<file path="src/rtl/event_edge_conditioner_pkg.sv">
// event_edge_pkg: shared register offsets, mode encodings and line count for the event edge conditioner
//   Register offsets are PADDR[4:2] word indices; modes are the 2-bit per-line edge selections.
package event_edge_pkg;

    localparam int NUM_EVENTS = 32;

    typedef enum logic [2:0] {
        MODE_LO = 3'd0,
        MODE_HI = 3'd1,
        STATUS  = 3'd2,
        SWTRIG  = 3'd3,
        RAW     = 3'd4
    } reg_e;

    typedef enum logic [1:0] {
        MODE_OFF  = 2'b00,
        MODE_RISE = 2'b01,
        MODE_FALL = 2'b10,
        MODE_BOTH = 2'b11
    } mode_e;

endpackage

</file>
<file path="src/rtl/event_edge_conditioner_if.sv">
// event_edge_conditioner_if: APB bus bundle between a bus master and the event edge conditioner
//   master: drives PADDR, PWDATA, PWRITE, PSEL, PENABLE; receives PRDATA, PREADY, PSLVERR
//   slave:  receives PADDR, PWDATA, PWRITE, PSEL, PENABLE; drives PRDATA, PREADY, PSLVERR
interface event_edge_conditioner_if #(
    parameter int ADDR_WIDTH = 12
) ();

    logic [ADDR_WIDTH-1:0] PADDR;
    logic [31:0]           PWDATA;
    logic                  PWRITE;
    logic                  PSEL;
    logic                  PENABLE;
    logic [31:0]           PRDATA;
    logic                  PREADY;
    logic                  PSLVERR;

    modport master (
        output PADDR, PWDATA, PWRITE, PSEL, PENABLE,
        input  PRDATA, PREADY, PSLVERR
    );

    modport slave (
        input  PADDR, PWDATA, PWRITE, PSEL, PENABLE,
        output PRDATA, PREADY, PSLVERR
    );

endinterface

</file>
<file path="src/rtl/event_edge_conditioner_sync_cell.sv">
// event_sync_cell: one event line -- synchronizer chain, previous-level flop and mode-selected edge detect
//   HCLK, HRESETn : clock and asynchronous active-low reset
//   event_i       : raw asynchronous event line
//   mode          : 2-bit edge mode (off / rise / fall / both)
//   sync_o        : synchronized level of the line
//   det_o         : combinational edge detect for the current cycle
module event_sync_cell
    import event_edge_pkg::*;
#(
    parameter int SYNC_STAGES = 2
) (
    input  logic       HCLK,
    input  logic       HRESETn,
    input  logic       event_i,
    input  logic [1:0] mode,
    output logic       sync_o,
    output logic       det_o
);

    if (SYNC_STAGES < 2) begin : g_bad_stages
        $error("event_sync_cell: SYNC_STAGES must be at least 2");
    end

    logic [SYNC_STAGES-1:0] chain;
    logic                   prev;

    // prev follows sync every cycle whatever the mode, so enabling a mode never sees stale history
    always_ff @(posedge HCLK or negedge HRESETn) begin
        if (!HRESETn) begin
            chain <= '0;
            prev  <= 1'b0;
        end else begin
            chain <= {chain[SYNC_STAGES-2:0], event_i};
            prev  <= chain[SYNC_STAGES-1];
        end
    end

    assign sync_o = chain[SYNC_STAGES-1];
    assign det_o  = ((mode == MODE_RISE || mode == MODE_BOTH) && sync_o && !prev) ||
                    ((mode == MODE_FALL || mode == MODE_BOTH) && !sync_o && prev);

endmodule

</file>
<file path="src/rtl/event_edge_conditioner.sv">
// event_edge_conditioner: synchronizes 32 event lines, detects per-line edges and emits one-cycle pulses
//   HCLK, HRESETn : clock and asynchronous active-low reset
//   apb           : APB slave (MODE_LO, MODE_HI, STATUS W1C, SWTRIG write-only, RAW read-only)
//   event_i       : raw asynchronous event lines
//   signal_o      : registered one-cycle event pulses for the service unit
module event_edge_conditioner
    import event_edge_pkg::*;
#(
    parameter int APB_ADDR_WIDTH = 12,
    parameter int SYNC_STAGES    = 2
) (
    input  logic                    HCLK,
    input  logic                    HRESETn,
    event_edge_conditioner_if.slave apb,
    input  logic [NUM_EVENTS-1:0]   event_i,
    output logic [NUM_EVENTS-1:0]   signal_o
);

    logic [2:0]              addr;
    logic                    wr;
    logic                    rd;
    logic [31:0]             mode_lo;
    logic [31:0]             mode_hi;
    logic [NUM_EVENTS-1:0]   status;
    logic [NUM_EVENTS-1:0]   raw;
    logic [NUM_EVENTS-1:0]   det;
    logic [NUM_EVENTS-1:0]   w1c;
    logic [NUM_EVENTS-1:0]   swtrig;
    logic [2*NUM_EVENTS-1:0] modes;
    logic                    unused_paddr;

    assign addr         = apb.PADDR[4:2];
    assign wr           = apb.PSEL && apb.PENABLE && apb.PWRITE;
    assign rd           = apb.PSEL && apb.PENABLE && !apb.PWRITE;
    assign unused_paddr = ^{apb.PADDR[APB_ADDR_WIDTH-1:5], apb.PADDR[1:0]};
    assign modes        = {mode_hi, mode_lo};

    for (genvar i = 0; i < NUM_EVENTS; i++) begin : g_line
        event_sync_cell #(
            .SYNC_STAGES(SYNC_STAGES)
        ) u_cell (
            .HCLK    (HCLK),
            .HRESETn (HRESETn),
            .event_i (event_i[i]),
            .mode    (modes[2*i +: 2]),
            .sync_o  (raw[i]),
            .det_o   (det[i])
        );
    end

    // Software trigger data goes straight into signal_o at the edge that completes the write
    assign w1c    = (wr && addr == STATUS) ? apb.PWDATA : '0;
    assign swtrig = (wr && addr == SWTRIG) ? apb.PWDATA : '0;

    always_ff @(posedge HCLK or negedge HRESETn) begin
        if (!HRESETn) begin
            mode_lo  <= '0;
            mode_hi  <= '0;
            status   <= '0;
            signal_o <= '0;
        end else begin
            if (wr && addr == MODE_LO) mode_lo <= apb.PWDATA;
            if (wr && addr == MODE_HI) mode_hi <= apb.PWDATA;
            // a fresh detection beats a simultaneous W1C on the same bit
            status   <= (status & ~w1c) | det;
            signal_o <= det | swtrig;
        end
    end

    assign apb.PRDATA  = !rd              ? '0      :
                         addr == MODE_LO  ? mode_lo :
                         addr == MODE_HI  ? mode_hi :
                         addr == STATUS   ? status  :
                         addr == RAW      ? raw     : '0;
    assign apb.PREADY  = 1'b1;
    assign apb.PSLVERR = 1'b0;

endmodule

</file>
<file path="src/flat_wrapper.sv">
// flat-port wrapper written by rule: the top's interface ports become plain ports
module event_edge_conditioner_flat import event_edge_pkg::*;
#(
    parameter int APB_ADDR_WIDTH = 12,
    parameter int SYNC_STAGES    = 2
)
  (HCLK, HRESETn, event_i, signal_o, apb_PADDR, apb_PWDATA, apb_PWRITE, apb_PSEL, apb_PENABLE, apb_PRDATA, apb_PREADY, apb_PSLVERR);
  event_edge_conditioner_if apb_i ();
  input  logic HCLK;
  input  logic HRESETn;
  input  logic [NUM_EVENTS-1:0] event_i;
  output logic [NUM_EVENTS-1:0] signal_o;
  input wire logic [$bits(apb_i.PADDR)-1:0] apb_PADDR;
  input wire logic [$bits(apb_i.PWDATA)-1:0] apb_PWDATA;
  input wire logic [$bits(apb_i.PWRITE)-1:0] apb_PWRITE;
  input wire logic [$bits(apb_i.PSEL)-1:0] apb_PSEL;
  input wire logic [$bits(apb_i.PENABLE)-1:0] apb_PENABLE;
  output wire logic [$bits(apb_i.PRDATA)-1:0] apb_PRDATA;
  output wire logic [$bits(apb_i.PREADY)-1:0] apb_PREADY;
  output wire logic [$bits(apb_i.PSLVERR)-1:0] apb_PSLVERR;
  assign apb_i.PADDR = apb_PADDR;
  assign apb_i.PWDATA = apb_PWDATA;
  assign apb_i.PWRITE = apb_PWRITE;
  assign apb_i.PSEL = apb_PSEL;
  assign apb_i.PENABLE = apb_PENABLE;
  assign apb_PRDATA = apb_i.PRDATA;
  assign apb_PREADY = apb_i.PREADY;
  assign apb_PSLVERR = apb_i.PSLVERR;
  event_edge_conditioner #(.APB_ADDR_WIDTH(APB_ADDR_WIDTH), .SYNC_STAGES(SYNC_STAGES)) u_core (.HCLK(HCLK), .HRESETn(HRESETn), .apb(apb_i), .event_i(event_i), .signal_o(signal_o));
endmodule
</file>
<file path="config.mk">
export PLATFORM = sky130hd
export DESIGN_NAME = event_edge_conditioner_flat
export DESIGN_NICKNAME = d
export VERILOG_FILES = /design/src/rtl/event_edge_conditioner_pkg.sv /design/src/rtl/event_edge_conditioner_if.sv /design/src/rtl/event_edge_conditioner_sync_cell.sv /design/src/rtl/event_edge_conditioner.sv /design/src/flat_wrapper.sv
export SDC_FILE = /design/constraint.sdc
export NUM_CORES = 1
export LEC_CHECK = 0
export BUFFER_PORTS_ARGS = -buffer_cell sky130_fd_sc_hd__buf_2
export CELL_PAD_IN_SITES_DETAIL_PLACEMENT = 0
export CELL_PAD_IN_SITES_GLOBAL_PLACEMENT = 2
export CORE_MARGIN = 2
export CORE_UTILIZATION = 32
export CTS_BUF_LIST = sky130_fd_sc_hd__clkbuf_8
export DETAILED_ROUTE_END_ITERATION = 10
export GPL_TIMING_DRIVEN = 1
export PLACE_DENSITY = 0.76
export SYNTH_ARGS = -nofsm -noshare
export SYNTH_HDL_FRONTEND = slang
export SYNTH_HIERARCHICAL = 1
export SYNTH_SLANG_ARGS = --single-unit
</file>
<file path="constraint.sdc">
create_clock -name HCLK -period 1.7 [get_ports HCLK]
set_clock_uncertainty 0.15 [all_clocks]
set_input_delay 0.085 -clock HCLK [delete_from_list [all_inputs] [get_ports HCLK]]
set_output_delay 0.085 -clock HCLK [all_outputs]
set_load 0.05 [all_outputs]
</file>
# ---- Word-level counts from Yosys, hierarchy flattened
# Cells that the tools add are included.
dict set report word_totals {
  register_bits 224
  latchBits 0
  ramBits 0
  mem_bits_ro 0
  input_bits 81
  out_inout_bits 66
  elab_cells 476
  memories 0
}
dict set report op_classes {
  addsub 0
  n_mul 0
  div 0
  order_cmp 0
  eq_ne 100
  n_shift 0
  n_mux 7
  bitwise 4
  n_reduce_logical 297
}
# operator count
set ops {}
lappend ops {{32-bit 2-to-1 mux} 7}
lappend ops {{1-bit logical AND} 135}
lappend ops {{2-bit == test, second input constant} 64}
lappend ops {{1-bit logical OR} 96}
lappend ops {{1-bit logical NOT} 65}
lappend ops {{2-bit by 1-bit == test with 1-bit output, second input constant} 32}
lappend ops {{32-bit bitwise OR} 2}
lappend ops {{32-bit bitwise AND} 1}
lappend ops {{32-bit NOT} 1}
lappend ops {{3-bit by 2-bit == test with 1-bit output, second input constant} 2}
lappend ops {{3-bit by 1-bit == test with 1-bit output, second input constant} 1}
lappend ops {{3-bit == test, second input constant} 1}
lappend ops {{3-bit logical NOT} 1}

# ---- Depth between registers and ports, before layout
# Gate-level depths: netlist of the first run.
dict set report logic_depth {
  word_depth 7
  ltp_mapped 7
  ltp_nobuf 3
}

# ---- Hierarchy
# Netlist of the first run, hierarchy kept.
# mod n_inst cells_each area_each_um2 seq_area_each_um2
set by_module_without_submodules {}
lappend by_module_without_submodules {event_edge_conditioner 1 503 6119.6 3203.1}
lappend by_module_without_submodules {event_sync_cell 32 6 88.8 75.1}

# ---- Worst setup path after synthesis of the first run
# OpenSTA, ideal clock, no wires.
dict set report synth_path {
  path_kind {input port to output port}
  start {input port apb_PADDR[2]}
  end {output port apb_PRDATA[17]}
  t_arrival_ps 1937
  slack_ps -472
  stages 5
  path_buffers 2
  path_cell_list {buf_4 -> clkbuf_1 -> nand2b_1 -> a21o_1 -> a221oi_1}
}
dict set report synth_between {
  elab_chain_len 6
  elab_cells_between_ends 9
  classes_between {eq/ne: 3; mux: 5; reduce/logical: 1}
}
# item line_no
set synth_rtl {}
lappend synth_rtl {{from (decl)} flat_wrapper.sv:13} ;# input wire logic [$bits(apb_i.PADDR)-1:0] apb_PADDR;
lappend synth_rtl {{3-bit == test} event_edge_conditioner.sv:74} ;# addr == RAW ? raw : '0;
lappend synth_rtl {{32-bit 2-to-1 mux} event_edge_conditioner.sv:74}
lappend synth_rtl {{32-bit 2-to-1 mux} event_edge_conditioner.sv:73} ;# addr == STATUS ? status :
lappend synth_rtl {{32-bit 2-to-1 mux} event_edge_conditioner.sv:72} ;# addr == MODE_HI ? mode_hi :
lappend synth_rtl {{32-bit 2-to-1 mux (*)} event_edge_conditioner.sv:71} ;# addr == MODE_LO ? mode_lo :
lappend synth_rtl {{32-bit 2-to-1 mux (*)} event_edge_conditioner.sv:70} ;# assign apb.PRDATA = !rd ? '0 :
lappend synth_rtl {{to (decl)} flat_wrapper.sv:18} ;# output wire logic [$bits(apb_i.PRDATA)-1:0] apb_PRDATA;
# Every way passes the cells marked *; elsewhere a longest branch is shown, timed or not.

# ---- Final worst setup path of the first run
dict set report layout_path {
  start {register u_core.status[25]}
  end {output port apb_PRDATA[25]}
}
dict set report layout_between {
  elab_chain_len 4
}
# item line_no
set layout_rtl {}
lappend layout_rtl {{from (decl)} event_edge_conditioner.sv:24} ;# logic [NUM_EVENTS-1:0] status;
lappend layout_rtl {{from (signal assigned)} event_edge_conditioner.sv:65} ;# status <= (status & ~w1c) | det;
lappend layout_rtl {{32-bit 2-to-1 mux} event_edge_conditioner.sv:73}
lappend layout_rtl {{32-bit 2-to-1 mux} event_edge_conditioner.sv:72}
lappend layout_rtl {{32-bit 2-to-1 mux} event_edge_conditioner.sv:71}
lappend layout_rtl {{32-bit 2-to-1 mux} event_edge_conditioner.sv:70}
# No other way between the ends.

==> key figures, run 1 <==
STA
  – Final min period: 1.878 ns
  – Post-route setup slack: -0.1779 ns
  – Final Max Slew Viols: 0
  – Slew headroom: 25.37%
  – Slew @ Worst Pin: 1.117 ns
  – Setup-failing EPs final: 32
  – Fin. Hold Viols: 0
  – Final period utilization: 110.5%
  – RSZ-0062 raised after global routing: true
  – Max Clock Freq: 532.5 MHz

Critical path
  – Slowest cell delay on critical path: 0.36 ns
  – Slowest CP cell: dfrtp_1
  – Worst setup path category: reg -> out
  – CP Capture Type: output pin
  – Cell family with most CP delay: compound AO/OA/AOI/OAI gates
  – Crit-path cells: nand2b_1 -> a21o_1 -> a221oi_4 -> buf_6
  – Req. time, crit path: 1.46 ns
  – Worst-path maximum fanout: 2
  – Worst Path Buf+Inv: 1
  – Critical path arrival: 1.64 ns
  – CP Launch Type: flop
  – R2R depth: 3
  – WP depth: 4

Die
  – Row Count: 61
  – Die Y: 171.4 um
  – Initial Utilization: 32.35%
  – Ports: 147
  – Die width: 171.4 um
  – Core area: 27,710 um2
  – Die ar.: 29,360 um2

Placement
  – DP Wirelength: 15,990 um
  – Post-Place Cells: 1,199
  – Place WS: -0.4136 ns
  – Gp weighted congestion: 0.7441
  – Port Buf Inserts: 135

Logic synthesis
  – Mux cell area share after synthesis: 11.74%
  – Top cell type's share of synthesized area: 62.54%
  – Post-Synth Simple-Gate Area: 8.991%
  – Compound-Gate Fraction of Synth Area: 13.47%
  – Yosys reg bits: 224
  – Synthesized area per cell: 12.90 um2
  – Post-Synth XOR/XNOR Area: 0%
  – Largest family of logic cells by synthesized area: compound AO/OA/AOI/OAI gates
  – Largest area contributor in the synthesized netlist: dfrtp_1
  – Ys Warns: 6
  – Synthesized-area fraction occupied by adder cells: 0%
  – Gate Count Post-Synth: 695
  – Dominant cells by area after synthesis: dfrtp_1 63%, a21o_1 8.0%, mux2_2 4.1%
  – Synth cell types: 25
  – Mapped Area: 8962 um2
  – Seq/Total Area, Yosys: 62.54%
  – Mapped Nets: 776

Clock network
  – Root Buffer: clkbuf_8
  – CTS tree: done
  – Clock latency at the later pin of the worst-skew pair: 0.54 ns
  – CTS Buf Count: 41
  – CTS max path bufs: 3
  – # clock sinks: 224
  – CTS clk-pin slew, worst paths: 0.06 ns
  – H-Tree Depth: 2

Final layout
  – Share of layout cells above drive strength 1: 32.65%
  – Area growth from synthesis to layout: 38.06%
  – Most frequent cells in the layout: 222 x dfrtp_1, 102 x buf_2, 96 x a21o_1, 96 x nand2_1, 69 x dlygate4sd3_1
  – NumNets Final: 1,032
  – Leading cell type in the layout, fill and taps excluded: dfrtp_1
  – ANT cells: 0
  – Post-Layout Cell Count: 1,352

Routing
  – Final ANT Viol Nets: 0
  – Initial DRC count: 381
  – Routed WL: 25,490 um
  – DR WL/cell: 18.86 um
  – Via count: 6,500
  – DRC Markers: 0
  – First-pass DRT Iterations: 4
  – Avg Vias per Cell: 4.808

Global routing
  – Largest net degree at the start of global routing: 53
  – Number of global-route vias before repair: 6,777
  – Initial antenna violation count: 0
  – First-pass GRT wire length: 40,140 um
  – GRT overflow: 0
  – GRT Overall Usage: 18.09%

Worst hold path
  – Hold path cells: 2
  – Hold Path Class: in -> reg

Outcome
  – Failing checks: setup timing
  – Status: complete, but fails checks

Power
  – Power Dens Cells: 1103 nW/um2
  – Pleak: 5.887 nW
  – Worst VDD drop: 0.5048 mV

Run
  – Max Cap Viol: 0
-- state kept, by name (all words and copies together), names as in the netlist --
signal                      cells
u_core/g_line.u_cell/chain     64
u_core/g_line.u_cell/prev      32
u_core/mode_hi                 32
u_core/mode_lo                 32
u_core/signal_o                32
u_core/status                  32
-- repair_timing --
action                                  4_1_cts  5_1_grt
endpoints found under the hold margin       384        0
buffers inserted                             13        4
hold buffers                                 69        0
pin swaps                                    64        3
cloned                                        1        0
endpoints found under the setup margin       32       32
resized for setup                            87        1
-- worst reg2reg max path: cells and delay by family, from the launching register on --
family,cells,cell delay [ns]
compound gates,2,0.44
flops,1,0.40
simple gates,1,0.07
-- final timing paths --
check,from,end,slack [ns]
worst max-delay path,u_core/status[25],apb_PRDATA[25],-0.18
worst min-delay path,event_i[22],u_core/g_line[22].u_cell/chain[0],0.04
worst max register to register,u_core/mode_hi[2],u_core/signal_o[17],0.55
worst min register to register,u_core/g_line[2].u_cell/chain[0],u_core/g_line[2].u_cell/chain[1],0.17
max in group asynchronous,HRESETn,u_core/status[30],0.35
min in group asynchronous,HRESETn,u_core/g_line[4].u_cell/chain[0],0.44
-- cell usage after synthesis, drive strengths merged --
master  number
dfrtp      224
nand2       97
a21o        96
mux2        64
a221oi      32
mux2i       32
nand2b      32
nand3       32
o22ai       32
buf         30
clkbuf      14
conb         2
nor2         2
nor2b        2
and4b        1
nand3b       1
nand4        1
nor3         1
-- power by group --
part	switching, W	total (W)	internal (W)	leakage (nW)
Combinational	0.00129	0.00228	0.000986	2.78
Sequential	0.000444	0.00640	0.00596	2.66
Clock	0.00214	0.00497	0.00283	0.451
Total	0.00387	0.0136	0.00978	5.89
-- per-layer routing --
| layer | GRT usage [%] | vias up | share of wire, % | wire (um) |
|---|---|---|---|---|
| li1 | - | 2999 | - | - |
| met1 | 25.00 | 3297 | 45 | 11580 |
| met2 | 29.14 | 169 | 48 | 12250 |
| met3 | 3.382 | 35 | 4.7 | 1196 |
| met4 | 5.122 | 0 | 1.9 | 473 |
| met5 | 0 | - | 0 | 0 |
-- area by class of cell --
type | count | area [um2]
Fill cell | 2631 | 15330
Sequential cell | 224 | 5608
Multi-Input combinational cell | 428 | 3410
Timing Repair Buffer | 256 | 2096
Clock buffer | 48 | 660.6
Tap cell | 378 | 473.0
Clock inverter | 18 | 126.4
-- logic make-up (layout without fill, tap and decap cells) --
kind of cell | after synthesis | after routing
buffers and inverters | 44 | 322
DFF | 224 | 224
AOI/OAI and AO/OA | 160 | 160
other | 2 | 2
muxes | 96 | 96
and+or+nand+nor | 169 | 170
-- stage by stage --
step	instance area [um2]	hold WS, ns	TNS (ns)	utilization, %	power, W
detailed placement	10390	-0.1367	-30.68	37.49	0.008480
finish	12370	0.03706	-4.365	44.66	0.01365
CTS	12340	0.001023	-5.712	44.55	0.01383
floorplan	9114	-0.3606	-6.186	-	0.007687
global route	12370	0.01687	-7.406	44.66	0.01437
global placement	10390	-0.1365	-29.54	37.49	0.008447
No activity file was read; power rests on OpenSTA's default activity.
==> run 2, diff against run 1 <==
Settings changed: CELL_PAD_IN_SITES_DETAIL_PLACEMENT 0 to not set, CELL_PAD_IN_SITES_GLOBAL_PLACEMENT 2 to not set, PLACE_DENSITY 0.76 to 0.58.
==> run 2 against run 1 <==
Compared with the run above:
- the run still ends with setup timing left
- sequential share of layout area shrank 0.32 points
- clock-buffer cell count fell by 2
- register-to-register slack got worse by 0.10 ns
- sequential power is essentially flat
- final cell count rose by 0.15%
- power shrank 0.94%
- fmax down 2.1%
- largest cell class unchanged
==> key figures, run 2 (synthesis gave the netlist of run 1 again) <==
Clock network
  – CTS clk-pin slew, worst paths: 0.06 ns
  – H-Tree Depth: 2
  – CTS max path bufs: 3
  – CTS tree: done
  – Root Buffer: clkbuf_8
  – # clock sinks: 224
  – Clock latency at the later pin of the worst-skew pair: 0.52 ns
  – CTS Buf Count: 39

Routing
  – Routed WL: 24,790 um
  – Via count: 6,444
  – DRC Markers: 0
  – DR WL/cell: 18.31 um
  – Avg Vias per Cell: 4.759
  – Initial DRC count: 329
  – Final ANT Viol Nets: 0
  – First-pass DRT Iterations: 4

Critical path
  – CP Capture Type: output pin
  – Req. time, crit path: 1.46 ns
  – Critical path arrival: 1.68 ns
  – CP Launch Type: flop
  – Worst setup path category: reg -> out
  – Worst-path maximum fanout: 2

STA
  – Final period utilization: 112.9%
  – Hold_ws: 0.05126 ns
  – Final Max Slew Viols: 0
  – RSZ-0062 raised after global routing: true
  – Slew headroom: 65.40%
  – Slew @ Worst Pin: 0.5190 ns
  – Post-route setup slack: -0.2191 ns
  – Fin. Hold Viols: 0
  – Setup_tns: -4.390 ns
  – Max Clock Freq: 521.1 MHz
  – Final min period: 1.919 ns
  – Setup-failing EPs final: 32

Power
  – Pleak: 5.927 nW
  – Overall power: 0.01352 W
  – Power Dens Cells: 1085 nW/um2
  – Worst VDD drop: 0.5057 mV

Placement
  – DP Wirelength: 16,240 um
  – Gp weighted congestion: 0.7691
  – Port Buf Inserts: 135

Die
  – Die Y: 171.4 um
  – Die width: 171.4 um
  – Initial Utilization: 32.35%
  – Core area: 27,710 um2
  – Row Count: 61
  – Die ar.: 29,360 um2
  – Ports: 147

Final layout
  – Leading cell type in the layout, fill and taps excluded: dfrtp_1
  – ANT cells: 0
  – Most frequent cells in the layout: 221 x dfrtp_1, 102 x buf_2, 96 x a21o_1
  – Largest register by flop count: u_core/g_line.u_cell/chain
  – Share of layout cells above drive strength 1: 33.61%
  – NumNets Final: 1,033
  – Sequential cell area: 5609 um2
  – Max reg flops: 64
  – Core Util, Final: 44.99%
  – Area of the multi-input gates: 3369 um2
  – Area growth from synthesis to layout: 39.08%
  – Fillers: 2,563

Global routing
  – Largest net degree at the start of global routing: 52
  – GRT overflow: 0
  – Initial antenna violation count: 0
  – GRT Overall Usage: 17.35%
  – Number of global-route vias before repair: 6,855
  – First-pass GRT wire length: 38,840 um

Outcome
  – Failing checks: setup timing
  – Status: complete, but fails checks

Run
  – Max Cap Viol: 0

Worst hold path
  – Hold Path Class: in -> reg
[run 2: path summary, 6_finish.rpt]
kind	start	to	slack [ns]	cells past startpoint
hold reg to reg	u_core/g_line[11].u_cell/chain[0]	u_core/g_line[11].u_cell/chain[1]	0.18	0
hold / removal	event_i[29]	u_core/g_line[29].u_cell/chain[0]	0.05	2
setup reg to reg	u_core/g_line[20].u_cell/chain[1]	u_core/signal_o[20]	0.45	2
setup / recovery	u_core/status[13]	apb_PRDATA[13]	-0.22	5
min in group asynchronous	HRESETn	u_core/g_line[26].u_cell/chain[1]	0.45	3
max in group asynchronous	HRESETn	u_core/g_line[20].u_cell/chain[1]	0.29	4
[run 2: routing by layer]
metal | global-route usage [%] | routed length [um]
met5 | 0 | 0
met4 | 5.822 | 564
met3 | 3.382 | 1343
met2 | 27.44 | 11680
met1 | 23.96 | 11200
[run 2: final cells by class]
cell class                      count  share of cell area, %
Clock buffer                       46                  5.079
Multi-Input combinational cell    427                  27.03
Sequential cell                   224                  45.00
Timing Repair Buffer              260                  18.02
Clock inverter                     19                  1.074
Tap cell                          378                  3.794
[run 2: worst max-delay path, cell delays in order, from the launching register on]
cell,delay [ns]
dfrtp_1,0.36
nand2b_1,0.07
a21o_1,0.16
a221oi_2,0.28
buf_4,0.16
buf_8,0.13
[run 2: through the flow]
step                      std cells  worst slack, ns  area (um2)
after floorplan                 695          -0.4524        9114
after global placement         1208          -0.1772       10610
after detailed placement       1208          -0.1168       10610
after CTS                      1354          -0.2377       12440
after global routing           1354          -0.3131       12460
final                          1354          -0.2191       12460
[run 2: power by group]
part | switching, W | internal, W
clock network | 0.00212 | 0.00275
logic | 0.00128 | 0.000995
registers | 0.000432 | 0.00595
total | 0.00383 | 0.00969
[run 2: timing repair]
action | in CTS | in global routing
pin swaps | 62 | 0
resized for setup | 74 | 3
endpoints found under the hold margin | 384 | 0
hold buffers | 66 | 0
endpoints found under the setup margin | 32 | 32
buffers inserted | 15 | 0
==> run 3, diff against run 2 <==
Settings changed: CORE_UTILIZATION 32 to 55, PLACE_DENSITY 0.58 to 0.86.
==> run 3 against run 2 <==
Compared with the run above:
- global-route usage up 13 points
- non-clock buffer count decreased by 6
- critical path type unchanged
- largest power group unchanged
- highest routed layer unchanged
- final cell count decreased by 12%
- the run still ends with setup timing left
==> key figures, run 3 (synthesis gave the netlist of run 1 again) <==
Clock network
  – H-Tree Depth: 2
  – CTS tree: done
  – CTS Buf Count: 36
  – CTS max path bufs: 3
  – # clock sinks: 224
  – Clock latency at the later pin of the worst-skew pair: 0.55 ns
  – Root Buffer: clkbuf_8
  – CTS clk-pin slew, worst paths: 0.06 ns

Placement
  – DP Wirelength: 14,100 um
  – Port Buf Inserts: 135
  – Gp weighted congestion: 0.8450
  – Post-Place Cells: 1,033

STA
  – Setup-failing EPs final: 32
  – Final period utilization: 114.6%
  – Fin. Hold Viols: 0
  – Hold_ws: 0.02931 ns
  – Final Max Slew Viols: 0
  – Slew headroom: 18.84%
  – Max Clock Freq: 513.4 MHz
  – RSZ-0062 raised after global routing: true
  – Final min period: 1.948 ns
  – Slew @ Worst Pin: 1.216 ns
  – Post-route setup slack: -0.2479 ns

Routing
  – DR WL/cell: 22.02 um
  – Final ANT Viol Nets: 0
  – First-pass DRT Iterations: 5
  – Routed WL: 26,090 um
  – Initial DRC count: 690
  – DRC Markers: 0
  – Avg Vias per Cell: 6.070
  – Via count: 7,193

Critical path
  – Worst reg2reg startpoint: u_core/g_line[6].u_cell/chain[1]
  – R2R depth: 3
  – Slowest CP cell: dfrtp_1
  – Slowest cell delay on critical path: 0.45 ns
  – CP Capture Type: output pin
  – CP Launch Type: flop
  – Critical path arrival: 1.71 ns
  – Req. time, crit path: 1.46 ns
  – Worst setup path category: reg -> out
  – Critical R2R Capture: u_core/signal_o[6]
  – Worst-path maximum fanout: 4
  – Crit-path cells: nand2_1 -> a221oi_4 -> buf_6
  – Worst reg-to-reg setup slack: 0.49 ns

Die
  – Die Y: 131.7 um
  – Core area: 15,890 um2
  – Die ar.: 17,330 um2
  – Row Count: 46
  – Die width: 131.7 um
  – Initial Utilization: 56.42%
  – Ports: 147

Final layout
  – Max reg flops: 64
  – Leading cell type in the layout, fill and taps excluded: dfrtp_1
  – Most frequent cells in the layout: 223 x dfrtp_1, 102 x buf_2, 96 x a21o_1, 96 x nand2_1, 66 x dlygate4sd3_1
  – Share of layout cells above drive strength 1: 32.09%
  – Post-Layout Cell Count: 1,185
  – Area growth from synthesis to layout: 34.09%
  – NumNets Final: 1,025
  – Largest register by flop count: u_core/g_line.u_cell/chain
  – ANT cells: 0
  – Fillers: 949

Outcome
  – Status: complete, but fails checks
  – Failing checks: setup timing

Worst hold path
  – Hold path cells: 2
  – Hold Path Class: in -> reg
  – Hold path endpoint: u_core/g_line[20].u_cell/chain[0]
  – Hold_sp: event_i[20]

Global routing
  – First-pass GRT wire length: 41,390 um
  – GRT Overall Usage: 30.81%
  – Initial antenna violation count: 0
  – Largest net degree at the start of global routing: 52
  – GRT overflow: 0
  – Number of global-route vias before repair: 7,640

Power
  – Power Dens Cells: 1108 nW/um2
  – Worst VDD drop: 0.6390 mV
  – Pleak: 5.829 nW

Run
  – Max Cap Viol: 0
-- run 3: how the worst max path moves through the flow --
stage | from | cells past startpoint | slack (ns) | to
detailed placement | apb_PADDR[4] | 5 | -0.30 | u_core/mode_lo[16]
global placement | apb_PADDR[4] | 5 | -0.28 | u_core/mode_lo[6]
finish | u_core/g_line[17].u_cell/chain[1] | 3 | -0.25 | apb_PRDATA[17]
floorplan | apb_PADDR[3] | 5 | -0.45 | apb_PRDATA[11]
CTS | u_core/status[13] | 4 | -0.23 | apb_PRDATA[13]
global route | u_core/status[17] | 4 | -0.30 | apb_PRDATA[17]
-- run 3: power by group --
group | switching (W) | leakage, nW | internal, W
logic | 0.00136 | 2.76 | 0.000994
registers | 0.000478 | 2.66 | 0.00595
clock network | 0.00209 | 0.414 | 0.00244
total | 0.00393 | 5.83 | 0.00938
-- run 3: area by class of cell --
| class | instances | area, um2 | share of cell area (%) |
|---|---|---|---|
| Sequential cell | 224 | 5607 | 46.65 |
| Multi-Input combinational cell | 428 | 3371 | 28.05 |
| Timing Repair Buffer | 254 | 2069 | 17.22 |
| Clock buffer | 43 | 591.8 | 4.925 |
| Tap cell | 216 | 270.3 | 2.249 |
| Clock inverter | 20 | 108.9 | 0.9058 |
-- run 3: worst max-delay path, delay by kind of cell, from the launching register on --
kind                   cells  cell delay (ns)
AOI/OAI and AO/OA          1             0.37
and+or+nand+nor            1             0.14
DFF                        1             0.45
buffers and inverters      1             0.21
-- run 3: what timing repair did --
action,4_1_cts,5_1_grt
hold buffers,66,0
hold endpoints to repair,384,0
pin swaps,65,4
endpoints found under the setup margin,32,33
gates resized for setup,79,4
setup buffers,15,7
cloned,1,0
-- run 3: metrics by stage --
| step | cell area (um2) | setup WS, ns | utilization, % | power, W | setup TNS (ns) |
|---|---|---|---|---|---|
| finish | 12020 | -0.2479 | 75.65 | 0.01331 | -5.585 |
| global route | 12020 | -0.2989 | 75.65 | 0.01382 | -7.079 |
| CTS | 11930 | -0.2315 | 75.10 | 0.01318 | -5.087 |
| detailed placement | 10150 | -0.2991 | 63.90 | 0.008417 | -10.33 |
| global placement | 10150 | -0.2790 | 63.90 | 0.008334 | -10.34 |
| floorplan | 9114 | -0.4524 | - | 0.007687 | -6.186 |
-- run 3: per-layer routing --
| metal | track usage, % | wire length [um] | vias to the layer above |
|---|---|---|---|
| li1 | - | - | 2982 |
| met2 | 50.76 | 12940 | 459 |
| met5 | 0 | 0 | - |
| met1 | 37.76 | 9643 | 3613 |
| met3 | 6.404 | 2042 | 139 |
| met4 | 18.06 | 1465 | 0 |
